[src/rtl/iir_cascade_ctrl.sv]
// Coefficient shadow/active bank, commit sequencer and sample-valid gating for the biquad cascade.
// Latency: shadow write 1 edge; commit swaps on the first engine-idle edge (or at the commit edge when flushing).
// Backpressure: none upstream; samples arriving while the engine is busy are forwarded and flagged, samples during a flush are dropped.
module iir_cascade_ctrl #(
  parameter int CASCADE_LEVEL = 10,
  parameter int CWIDTH        = 24,
  parameter int AWIDTH        = 6,
  parameter int TIMEOUT       = 1023
) (
  input  logic                              clk,
  input  logic                              rstn,
  input  logic                              ctrl_en,
  input  logic                              cfg_wr,
  input  logic [AWIDTH-1:0]                 cfg_addr,
  input  logic [CWIDTH-1:0]                 cfg_wdata,
  input  logic                              cfg_commit,
  input  logic                              cfg_flush,
  input  logic                              src_vld,
  output logic                              din_vld,
  output logic                              block_en,
  output logic [CASCADE_LEVEL*CWIDTH*5-1:0] coefs,
  output logic [CWIDTH-1:0]                 scale,
  output logic                              commit_busy,
  output logic                              commit_done,
  output logic                              cfg_err,
  output logic                              overrun,
  output logic                              sample_drop
);

  localparam int NCOEF = 5 * CASCADE_LEVEL;
  localparam int NREG  = NCOEF + 1;
  localparam int BW    = $clog2(CASCADE_LEVEL + 2);
  localparam int WW    = (TIMEOUT > 1) ? $clog2(TIMEOUT + 1) : 1;

  typedef enum logic [1:0] {
    IDLE     = 2'd0,
    WAIT_GAP = 2'd1,
    FLUSH    = 2'd2
  } state_t;

  state_t                          state_q, state_d;
  logic [WW-1:0]                   wait_q, wait_d;
  logic                            fcnt_q, fcnt_d;
  logic [BW-1:0]                   busy_q;
  logic [NREG-1:0][CWIDTH-1:0]     shadow_q, shadow_d;
  logic [NREG-1:0][CWIDTH-1:0]     active_q;
  logic                            block_en_q;
  logic                            done_q, done_d;
  logic                            err_q, err_d;
  logic                            ovr_q;
  logic                            drop_q;
  logic                            swap;
  logic                            wr_ok;
  logic                            flushing;
  logic                            engine_idle;

  // Word index equals config address, so the coefficient bank maps straight onto the packed output.
  assign coefs       = active_q[NCOEF-1:0];
  assign scale       = active_q[NCOEF];
  assign flushing    = (state_q == FLUSH);
  assign din_vld     = src_vld & block_en_q & ~flushing;
  // Idle is judged on the gated strobe so a disabled path never stalls a commit.
  assign engine_idle = (busy_q == '0) & ~din_vld;
  assign wr_ok       = cfg_wr & (state_q == IDLE) & (cfg_addr <= AWIDTH'(NCOEF));
  assign block_en    = block_en_q;
  assign commit_busy = (state_q != IDLE);
  assign commit_done = done_q;
  assign cfg_err     = err_q;
  assign overrun     = ovr_q;
  assign sample_drop = drop_q;

  // Shadow next value: an accepted write lands here so a same-cycle commit picks it up.
  always_comb begin
    shadow_d = shadow_q;
    for (int i = 0; i < NREG; i++) begin
      if (wr_ok && (cfg_addr == AWIDTH'(i))) begin
        shadow_d[i] = cfg_wdata;
      end
    end
  end

  // Commit sequencer: next state, swap strobe, wait/flush counters and status pulses.
  always_comb begin
    state_d = state_q;
    wait_d  = wait_q;
    fcnt_d  = fcnt_q;
    swap    = 1'b0;
    done_d  = 1'b0;
    err_d   = cfg_wr & ~wr_ok;
    case (state_q)
      IDLE: begin
        if (cfg_commit) begin
          if (cfg_flush) begin
            state_d = FLUSH;
            swap    = 1'b1;
            fcnt_d  = 1'b0;
          end else begin
            state_d = WAIT_GAP;
            wait_d  = '0;
          end
        end
      end
      WAIT_GAP: begin
        if (cfg_commit) begin
          err_d = 1'b1;
        end
        if (engine_idle) begin
          swap    = 1'b1;
          done_d  = 1'b1;
          state_d = IDLE;
        end else if (wait_q == WW'(TIMEOUT - 1)) begin
          err_d   = 1'b1;
          state_d = IDLE;
        end else begin
          wait_d = wait_q + WW'(1);
        end
      end
      FLUSH: begin
        if (cfg_commit) begin
          err_d = 1'b1;
        end
        // Done is raised from the first flush cycle so it is seen during the second.
        if (!fcnt_q) begin
          done_d = 1'b1;
          fcnt_d = 1'b1;
        end else begin
          state_d = IDLE;
        end
      end
      default: begin
        state_d = IDLE;
      end
    endcase
  end

  // State, counters and registered status pulses; reset abandons any commit in flight.
  always_ff @(posedge clk) begin
    if (!rstn) begin
      state_q    <= IDLE;
      wait_q     <= '0;
      fcnt_q     <= 1'b0;
      block_en_q <= 1'b0;
      done_q     <= 1'b0;
      err_q      <= 1'b0;
      ovr_q      <= 1'b0;
      drop_q     <= 1'b0;
    end else begin
      state_q    <= state_d;
      wait_q     <= wait_d;
      fcnt_q     <= fcnt_d;
      block_en_q <= ctrl_en & (state_d != FLUSH);
      done_q     <= done_d;
      err_q      <= err_d;
      ovr_q      <= src_vld & (busy_q != '0);
      drop_q     <= src_vld & flushing;
    end
  end

  // Engine occupancy: reload on every forwarded sample, count down otherwise.
  always_ff @(posedge clk) begin
    if (!rstn) begin
      busy_q <= '0;
    end else if (din_vld) begin
      busy_q <= BW'(CASCADE_LEVEL + 1);
    end else if (busy_q != '0) begin
      busy_q <= busy_q - BW'(1);
    end
  end

  // Coefficient banks: shadow follows writes, active takes the whole shadow in one edge.
  always_ff @(posedge clk) begin
    if (!rstn) begin
      shadow_q <= '0;
      active_q <= '0;
    end else begin
      shadow_q <= shadow_d;
      if (swap) begin
        active_q <= shadow_d;
      end
    end
  end

endmodule

[config.mk]
export PLATFORM = sky130hd
export DESIGN_NAME = iir_cascade_ctrl
export DESIGN_NICKNAME = d
export VERILOG_FILES = /design/src/rtl/iir_cascade_ctrl.sv
export SDC_FILE = /design/constraint.sdc
export NUM_CORES = 2
export LEC_CHECK = 0
export ABC_AREA = 1
export BUFFER_PORTS_ARGS = -buffer_cell sky130_fd_sc_hd__clkbuf_2
export CAP_MARGIN = 10
export CORE_MARGIN = 1
export CORE_UTILIZATION = 35
export CTS_BUF_LIST = sky130_fd_sc_hd__clkbuf_4 sky130_fd_sc_hd__clkbuf_8 sky130_fd_sc_hd__clkbuf_16
export CTS_CLUSTER_SIZE = 14
export DETAILED_ROUTE_END_ITERATION = 16
export GPL_TIMING_DRIVEN = 0
export PLACE_DENSITY_LB_ADDON = 0.25
export SYNTH_ARGS = -nofsm -noshare
export SYNTH_HDL_FRONTEND = slang
export SYNTH_SLANG_ARGS = --single-unit
[constraint.sdc]
create_clock -name clk -period 2.8 [get_ports clk]
set_clock_uncertainty 0.1 [all_clocks]
set_input_delay 0.42 -clock clk [delete_from_list [all_inputs] [get_ports clk]]
set_output_delay 0.42 -clock clk [all_outputs]
set_load 0.02 [all_outputs]
==> impl_metrics.ini <==
[power]
switching_share_pct = 30.1
total_leakage_power_nw = 42.7
comb_power_share_pct = 15.2
power_frac_clock_pct = 41.0
peakVddDrop_mv = 0.517
seqPwrFrac_pct = 43.8
power_density_mw_per_mm2 = 855
p_int_w = 0.0630
power_switching_w = 0.0272

[placed_design]
post-dp-hpwl_um = 303000
port_buffers = 1266
dp.cells = 14500
pre_cts_ws_ps = -1660
gp_congestion = 0.945
place_area_sq_mm = 0.0955

[logic_synthesis]
synth.distinct_cells = 34
yosys_warnings = 0
syn_area_per_cell_sq_um = 8.39
syn_nets = 10100
synth_cells = 10100
yosys.area.top_type = dfxtp_1
synth_seq_cells = 2470
synthTopCellsByArea = dfxtp_1 59%, o21ai_0 13%, a21oi_1 7.2%
yosys.area.top_type_share_pct = 58.6
synthesis.area_sq_mm = 0.0844
seq_area_frac_synth_pct = 58.6

[cells_and_area]
final_common_cell = dfxtp_1
fin_util_pct = 44.2
final_cell_mix = 2,468 x dfxtp_1, 2,198 x o21ai_0, 1,356 x clkbuf_2
nets = 11700
fin_cells = 15000
area_growth_pct = 24.8
layout-drive-gt1-share_pct = 19.8
seqCellArea_sq_mm = 0.0494
fillCellCount = 23700
multiInputGateArea_sq_mm = 0.0301
fin_area_sq_mm = 0.105

[worst_setup_path]
critPathKind = primary input to flip-flop
path_buf_inv = 5
crit_family = buffers and inverters
cp_common_cell = clkbuf_2
critPathMaxStageDelay_ps = 720
critPathMaxFanout = 10
path_cells = clkbuf_1, clkbuf_2, buf_16, clkbuf_2, buf_1, nand2_1, a21oi_1
required_ps = 3550
start_kind = primary input
arrival_ps = 3520
cp_slowest_cell = buf_1
worstSetupEndpointType = flip-flop

[floorplanning]
die_y_um = 493
fp.dieW_um = 493
row_count = 179
dieArea_sq_mm = 0.243
io_pins = 1268
start_util_pct = 35.4
core_sq_mm = 0.239

[cts]
cts_max_path_buffers = 4
clk_pin_slew_ps = 60
cts_root_buf = clkbuf_16
insertion_delay_ps = 930
cts_tree = done
cts_max_level = 5
clock-sinks = 2470
numCtsBuffers = 282

[detailed_routing]
wl_per_cell_um = 27.3
wl_um = 411000
drt_first_iter_violations = 8113
vias_per_cell = 5.41
routed-via-count = 81500
ant_nets = 0
dr.pass1.iters = 9
drc = 0

[grt]
grt-ovfl-total = 0
grt_pass1_vias = 75800
grt_start_max_net_pins = 17
grt_pass1_wl_um = 561000
grtUsageTotal_pct = 32.2
antenna_found_initial = 30

[run]
drv_cap = 0

[min_path]
min_path_type = primary input to flip-flop

[sta]
slew_headroom_pct = 4.39
fin_setup_tns_ps = 0
final-hold-violation-count = 0
setup_violations = 0
worst_slack_ps = 37.2
fin_crit_ps = 2760
slew_viol_final = 0
max_freq_mhz = 362
period_share_pct = 98.7
tightest_slew_ps = 1430

[status]
outcome = finished, final reports clean
==> state kept, by name, indices dropped and copies added, names as in the netlist <==
name,count
commit_done,1
shadow_q,1224
fcnt_q,1
busy_q,4
state_q,2
scale,24
sample_drop,1
cfg_err,1
block_en,1
wait_q,10
overrun,1
coefs,1200
==> worst paths after layout <==
kind	slack (ps)	endpoint	start	cells past startpoint
setup / recovery	40	commit_done	rstn	7
hold / removal	100	coefs[504]	cfg_wdata[0]	4
setup reg to reg	150	coefs[362]	state_q[0]	12
hold reg to reg	360	coefs[1141]	shadow_q[1141]	2
==> synth_stat cells, drive strengths merged <==
cell type  count
a2111oi        1
a211oi         1
a21o          24
a21oi       1220
a31oi        313
buf          374
clkbuf       573
clkinv         2
dfxtp       2470
ha             6
inv          252
nand2       1348
nand3        116
nand4          5
nor2         946
nor3           2
nor3b          1
o21ai       2358
o31ai          1
or2           49
xnor2          2
xor2           3
==> metal layers <==
| layer | GRT usage, % | vias to the layer above | share of wire [%] |
|---|---|---|---|
| met3 | 8.82 | 921 | 9.3 |
| met1 | 39.0 | 39300 | 39 |
| met2 | 50.9 | 3953 | 45 |
| met5 | 0 | - | 0.010 |
| met4 | 19.3 | 6 | 6.7 |
| li1 | - | 37200 | - |
==> through the flow <==
step	power [W]	hold WS [ps]
after floorplan	0.0464	344
after global placement	0.0533	360
after detailed placement	0.0535	365
after CTS	0.0902	95.5
after global routing	0.0927	48.0
final	0.0902	104
==> worst min-delay path, delay by kind of cell <==
| family | cells | cell delay (ps) |
|---|---|---|
| AOI/OAI and AO/OA | 1 | 80 |
| and+or+nand+nor | 1 | 160 |
| buffers and inverters | 2 | 420 |
==> cell type report <==
| type | instances | share of cell area, % |
|---|---|---|
| inverter | 254 | 0.907 |
| antenna | 15 | 0.0356 |
| clock inverter | 60 | 0.671 |
| buffer | 945 | 4.23 |
| multi-input combinational | 6397 | 28.5 |
| sequential | 2470 | 46.9 |
| tap | 3167 | 3.76 |
| clock buffer | 409 | 8.01 |
| timing repair buffer | 1331 | 6.95 |
==> power groups by stage <==
stage          clock network [W]  registers (W)  logic [W]
3_3_place_gp                   0         0.0401     0.0132
2_1_floorplan                  0         0.0421    0.00432
5_1_grt                   0.0386         0.0396     0.0144
4_1_cts                   0.0372         0.0394     0.0135
6_report                  0.0370         0.0395     0.0137
3_5_place_dp                   0         0.0401     0.0134
==> what timing repair did <==
action | CTS | global route
endpoints found under the hold margin | 20 | 0
hold buffers | 10 | 0
pin swaps | 2 | 8
resized for setup | 75 | 125
endpoints found under the setup margin | 1554 | 1359
gates cloned | 0 | 2
buffers inserted | 5 | 5
==> cells by family (layout without fill, tap and decap cells) <==
kind of cell	after synthesis	after routing	share of synthesized area (%)
AOI/OAI and AO/OA	3918	3918	23.8
xor gates and xnor gates	5	5	0.0519
adders and majority gates	6	6	0.0889
buffers and inverters	1201	2999	6.06
DFF	2470	2470	58.6
other	0	15	0
and+or+nand+nor	2467	2468	11.5
Power figures use the tool's default switching activity.
